File: src/rtl/fir_out_requant_decim.sv
// Decimates full-precision FIR output, rounds/saturates kept samples and buffers them in a ready/valid FIFO.
// Optional FIR_REQUANT_CONVERGENT_EN selects round-half-to-even in place of round-half-up.
module fir_out_requant_decim #(
  parameter int INPUT_WIDTH  = 33,
  parameter int OUTPUT_WIDTH = 16,
  parameter int FRAC_SHIFT   = 15,
  parameter int DECIM_FACTOR = 2,
  parameter int FIFO_DEPTH   = 4
) (
  input  logic                          clk,
  input  logic                          reset,
  input  logic [INPUT_WIDTH-1:0]        din,
  input  logic                          din_valid,
  output logic [OUTPUT_WIDTH-1:0]       dout,
  output logic                          dout_valid,
  input  logic                          dout_ready,
  output logic                          sat_pulse,
  output logic                          overflow,
  output logic [$clog2(FIFO_DEPTH):0]   fill
);

  localparam int AW = $clog2(FIFO_DEPTH);
  localparam int PW = (DECIM_FACTOR > 1) ? $clog2(DECIM_FACTOR) : 1;
  localparam logic [PW-1:0] PH_LAST = PW'(DECIM_FACTOR - 1);
  localparam logic [INPUT_WIDTH:0] HALF = {{INPUT_WIDTH{1'b0}}, 1'b1} << (FRAC_SHIFT - 1);
  localparam logic [AW:0] FULL = (AW + 1)'(FIFO_DEPTH);
  localparam logic [OUTPUT_WIDTH-1:0] OUT_MAX = {1'b0, {(OUTPUT_WIDTH-1){1'b1}}};
  localparam logic [OUTPUT_WIDTH-1:0] OUT_MIN = {1'b1, {(OUTPUT_WIDTH-1){1'b0}}};

  logic [PW-1:0]             r_phase;
  logic [INPUT_WIDTH-1:0]    r_a_data;
  logic                      r_a_vld;
  logic [INPUT_WIDTH:0]      r_b_data;
  logic                      r_b_vld;
  logic [OUTPUT_WIDTH-1:0]   r_mem [FIFO_DEPTH];
  logic [AW-1:0]             r_wptr;
  logic [AW-1:0]             r_rptr;
  logic [AW:0]               r_fill;
  logic                      r_sat;
  logic                      r_ovf;

  logic                      w_keep;
  logic [INPUT_WIDTH:0]      w_ext;
  logic signed [INPUT_WIDTH:0] w_sum;
  logic [INPUT_WIDTH:0]      w_shr;
  logic [INPUT_WIDTH:0]      w_rnd;
  logic [INPUT_WIDTH-OUTPUT_WIDTH+1:0] w_hi;
  logic                      w_clip;
  logic [OUTPUT_WIDTH-1:0]   w_sat;
  logic                      w_full;
  logic                      w_rd;
  logic                      w_wr;
  logic                      w_drop;

  assign w_keep = din_valid && (r_phase == '0);

  // One extra bit of headroom so adding the half-LSB can never wrap.
  assign w_ext = {r_a_data[INPUT_WIDTH-1], r_a_data};
  assign w_sum = $signed(w_ext + HALF);
  assign w_shr = w_sum >>> FRAC_SHIFT;

`ifdef FIR_REQUANT_CONVERGENT_EN
  logic w_tie;
  // On an exact tie half-up lands on floor+1; clearing the LSB picks the even neighbour.
  assign w_tie = (w_ext[FRAC_SHIFT-1:0] == HALF[FRAC_SHIFT-1:0]);
  assign w_rnd = w_tie ? {w_shr[INPUT_WIDTH:1], 1'b0} : w_shr;
`else
  assign w_rnd = w_shr;
`endif

  // In range only when every bit above the output MSB matches the sign.
  assign w_hi   = r_b_data[INPUT_WIDTH:OUTPUT_WIDTH-1];
  assign w_clip = !((&w_hi) || !(|w_hi));
  assign w_sat  = !w_clip ? r_b_data[OUTPUT_WIDTH-1:0]
                : (r_b_data[INPUT_WIDTH] ? OUT_MIN : OUT_MAX);

  assign w_full = (r_fill == FULL);
  assign w_rd   = dout_valid && dout_ready;
  assign w_wr   = r_b_vld && (!w_full || w_rd);
  assign w_drop = r_b_vld && w_full && !w_rd;

  assign dout_valid = (r_fill != '0);
  assign dout       = dout_valid ? r_mem[r_rptr] : '0;
  assign sat_pulse  = r_sat;
  assign overflow   = r_ovf;
  assign fill       = r_fill;

  always_ff @(posedge clk) begin
    if (reset) begin
      r_phase  <= '0;
      r_a_data <= '0;
      r_a_vld  <= 1'b0;
      r_b_data <= '0;
      r_b_vld  <= 1'b0;
      r_wptr   <= '0;
      r_rptr   <= '0;
      r_fill   <= '0;
      r_sat    <= 1'b0;
      r_ovf    <= 1'b0;
    end else begin
      if (din_valid)
        r_phase <= (r_phase == PH_LAST) ? '0 : r_phase + 1'b1;
      r_a_data <= din;
      r_a_vld  <= w_keep;
      r_b_data <= w_rnd;
      r_b_vld  <= r_a_vld;
      if (w_wr) r_wptr <= r_wptr + 1'b1;
      if (w_rd) r_rptr <= r_rptr + 1'b1;
      case ({w_wr, w_rd})
        2'b10:   r_fill <= r_fill + 1'b1;
        2'b01:   r_fill <= r_fill - 1'b1;
        default: r_fill <= r_fill;
      endcase
      r_sat <= w_wr && w_clip;
      if (w_drop) r_ovf <= 1'b1;
    end
  end

  always_ff @(posedge clk) begin
    if (!reset && w_wr)
      r_mem[r_wptr] <= w_sat;
  end

endmodule

File: config.mk
export PLATFORM = sky130hd
export DESIGN_NAME = fir_out_requant_decim
export DESIGN_NICKNAME = d
export VERILOG_FILES = /design/src/rtl/fir_out_requant_decim.sv
export SDC_FILE = /design/constraint.sdc
export NUM_CORES = 1
export LEC_CHECK = 0
export CAP_MARGIN = 10
export CORE_MARGIN = 1
export CORE_UTILIZATION = 50
export CTS_CLUSTER_SIZE = 14
export DETAILED_ROUTE_END_ITERATION = 7
export GPL_TIMING_DRIVEN = 0
export PLACE_DENSITY_LB_ADDON = 0.2
export SYNTH_ARGS = -nofsm -noshare
export SYNTH_HDL_FRONTEND = slang
export SYNTH_SLANG_ARGS = --single-unit
export TNS_END_PERCENT = 50
File: constraint.sdc
create_clock -name clk -period 5 [get_ports clk]
set_input_delay 1.25 -clock clk [delete_from_list [all_inputs] [get_ports clk]]
set_output_delay 1.25 -clock clk [all_outputs]
set_load 0.05 [all_outputs]
==> run summary <==
Layout cells sized above 1 -> 16.1%
Worst setup EP type -> primary output
Vias in the first global route -> 2689
Fin Hold WS -> 0.439 ns
GR Overflow Total -> 0
PortBufs -> 42
Die area -> 9600 µm²
Number of max-cap violations -> 0
Mapped Area -> 4600 µm²
CTS Buf Count -> 17
Unrepaired setup endpoints after global routing -> false
Slowest cell on crit path -> clkdlybuf4s50_1
Fillers -> 634
PostCTS Resize Cnt -> 0
Post-synthesis sequential area ratio -> 64.3%
Initial antenna violation count -> 0
Routed wire per std cell -> 15.3 µm
Slew @ Worst Pin -> 0.861 ns
Drt pass-1 iters -> 6
Total GRT Usage -> 18.5%
CTS Buffer Depth -> 2
Hold_buf cts -> 0
Pre-CTS setup slack -> 1.28 ns
Final slew viol count -> 0
Worst-path cell chain -> clkbuf_1, clkbuf_1, mux4_2, and2_1, clkdlybuf4s50_1
CTS tree -> yes
Placer Congestion -> 0.813
Final worst slack -> 0.794 ns
Post-CTS setup buffer count -> 0
Leak Pwr -> 2.04 nW
Reg clk slew, reported paths -> 0.06 ns
CTS Sinks -> 116
DP HPWL -> 5180 µm
Yosys reg bits -> 116
Drt total wl -> 7950 µm
Multi-input logic area -> 1510 µm²
Setup violators final -> 0
Final total negative setup slack -> 0 ns
Post-Syn Area per Cell -> 13.7 µm²
Clock skew -> 0.00574 ns
Synthesized Nets -> 379
Buffers & Inverters on Critical Path -> 3
Final Hold Violating Endpoints -> 0
Largest stage delay, worst path -> 0.70 ns
Period utilisation layout -> 84.1%
Worst skew pair latency -> 0.51 ns
Placed insts -> 486
Nets -> 440
DRT iter0 DRCs -> 102
Max VDD drop -> 0.273 mV
Startpoint types -> register
CP delay by family, top -> buffers and inverters
Hold Path Origin -> r_a_vld
Synth unique cells -> 47
Reg2Reg Launch Point -> fill[0]
Mapped Cells -> 336
YS warnings -> 0
Via count -> 2690
Max transition margin -> 42.6%
Failing checks -> design-rule violations
Critical path data arrival time -> 2.96 ns
Outcome -> complete, but fails checks
Most used cell, CP -> clkbuf_1
FMAX -> 0.238 GHz
Largest net degree at the start of global routing -> 17
Worst Hold Class -> register to register
Post-DRT Antenna Nets -> 0
Cell Rows -> 34
CP Data Required Time -> 3.75 ns
Ant diodes -> 0
Register Area -> 2960 µm²
PD cells -> 406 nW/µm²
Crit Path Max Fanout -> 10
Htree depth -> 4
Core ar. -> 8810 µm²
Finished Layout Cells -> 518
Io pins -> 59
Die Ht -> 98.0 µm
DRC Markers -> 7
Avg Vias per Cell -> 5.19
Die W -> 98.0 µm
Min cycle time layout -> 4.21 ns
First-pass GRT wire length -> 13300 µm
Top_reg_cell synth -> edfxtp_1
Initial Util -> 52.3%
Asr flop ratio synth -> 0%
Clk root buf -> clkbuf_8
Overall Power -> 2.33 mW
Area grow syn2layout -> 24.5%
Setup Crit Path Kind -> register to primary output
Post-synth EDFFs -> 64
## synthesized netlist by cell type, types with 2 or more instances
cell      instances  area [µm²]
o21ai_0           3        15.0
ha_1              5        62.6
nand3_1           7        35.0
nor2b_1          21         131
nand3b_1          2        15.0
and2_1           21         131
nand4_1           6        37.5
or4_1             4        30.0
a31oi_1           3        18.8
nand2b_1          2        12.5
nor4_1            3        18.8
xnor2_1          10        87.6
edfxtp_1         64        1920
inv_1            10        37.5
or3_1             2        12.5
clkbuf_1         10        37.5
xor2_1            6        52.6
a21o_1           15         113
nor2_1           27         101
nor3_1            2        10.0
o31ai_1           3        22.5
a21oi_1           9        45.0
mux4_2           16         360
dfxtp_1          52        1040
buf_2             5        25.0
nand2_1           7        26.3
## cells in the final DEF (no fill, tap or decap), types with 5 or more instances in the layout
master            n
ha_1              5
clkbuf_16        16
edfxtp_1         64
xor2_1            6
nor2b_1          21
buf_2             5
nand4_1           6
dfxtp_1          52
and2_1           21
clkdlybuf4s50_1  42
a21o_1           15
nand2_1           7
inv_1            10
nand3_1           7
nor2_1           27
xnor2_1          10
mux4_2           16
clkbuf_1         10
clkinvlp_4        6
a21oi_1           9
## logic make-up after synthesis
group / share of synthesized area (%)
compound gates: 5.92
xor+xnor: 3.04
fa+ha+maj: 1.79
buf+inv: 2.80
flops: 64.3
mux: 8.29
simple gates: 13.8
## flip-flops by register name, indices dropped and copies added, names as in the netlist, 2 cells and up, named ones only
signal	flops
r_wptr	2
r_b_data	19
fill	3
r_a_data	19
r_rptr	2
r_mem	64
## worst paths after layout
check	to	slack, ns	cells after the start
hold reg to reg	r_b_vld	0.44	1
hold / removal	r_b_vld	0.44	1
setup / recovery	dout[8]	0.79	5
setup reg to reg	fill[1]	2.41	8
## worst reg2reg max path: cells and delay by family, from the launching register on
kind / cells / cell delay (ns)
and+or+nand+nor: 4 / 0.75
DFF: 1 / 0.48
adders and majority gates: 1 / 0.45
AOI/OAI and AO/OA: 2 / 0.41
buffers and inverters: 1 / 0.39
## layer usage
layer | vias up | part of all wire (%) | GRT usage [%] | routed length (µm)
li1 | 1343 | - | - | -
met4 | 0 | 1.6 | 8.97 | 128
met2 | 70 | 50 | 30.8 | 3970
met3 | 15 | 3.4 | 4.94 | 274
met1 | 1262 | 45 | 22.2 | 3580
met5 | - | 0 | 0 | 0
## cell type report
class                   count  area share [%]
clock buffers              17            7.22
flip-flops and latches    116            51.7
clock inverters            15            2.77
repair buffers             42            7.33
well taps                 108            2.36
inverters                  10           0.655
plain buffers              18            1.59
multi-input cells         192            26.4
## report_power, final
| part | internal (mW) | switching (mW) | total, mW | leakage [nW] |
|---|---|---|---|---|
| Combinational | 0.0601 | 0.0763 | 0.136 | 0.771 |
| Clock | 0.709 | 0.429 | 1.14 | 0.263 |
| Sequential | 1.04 | 0.0141 | 1.05 | 1.01 |
## per-stage QoR
step | util [%] | cell area [µm²]
6_report | 65.1 | 5730
5_1_grt | 65.1 | 5730
4_1_cts | 65.1 | 5730
3_5_place_dp | 58.6 | 5160
3_3_place_gp | 58.6 | 5160
2_1_floorplan | - | 4600
Note: power is estimated with default switching activity, not from simulation.
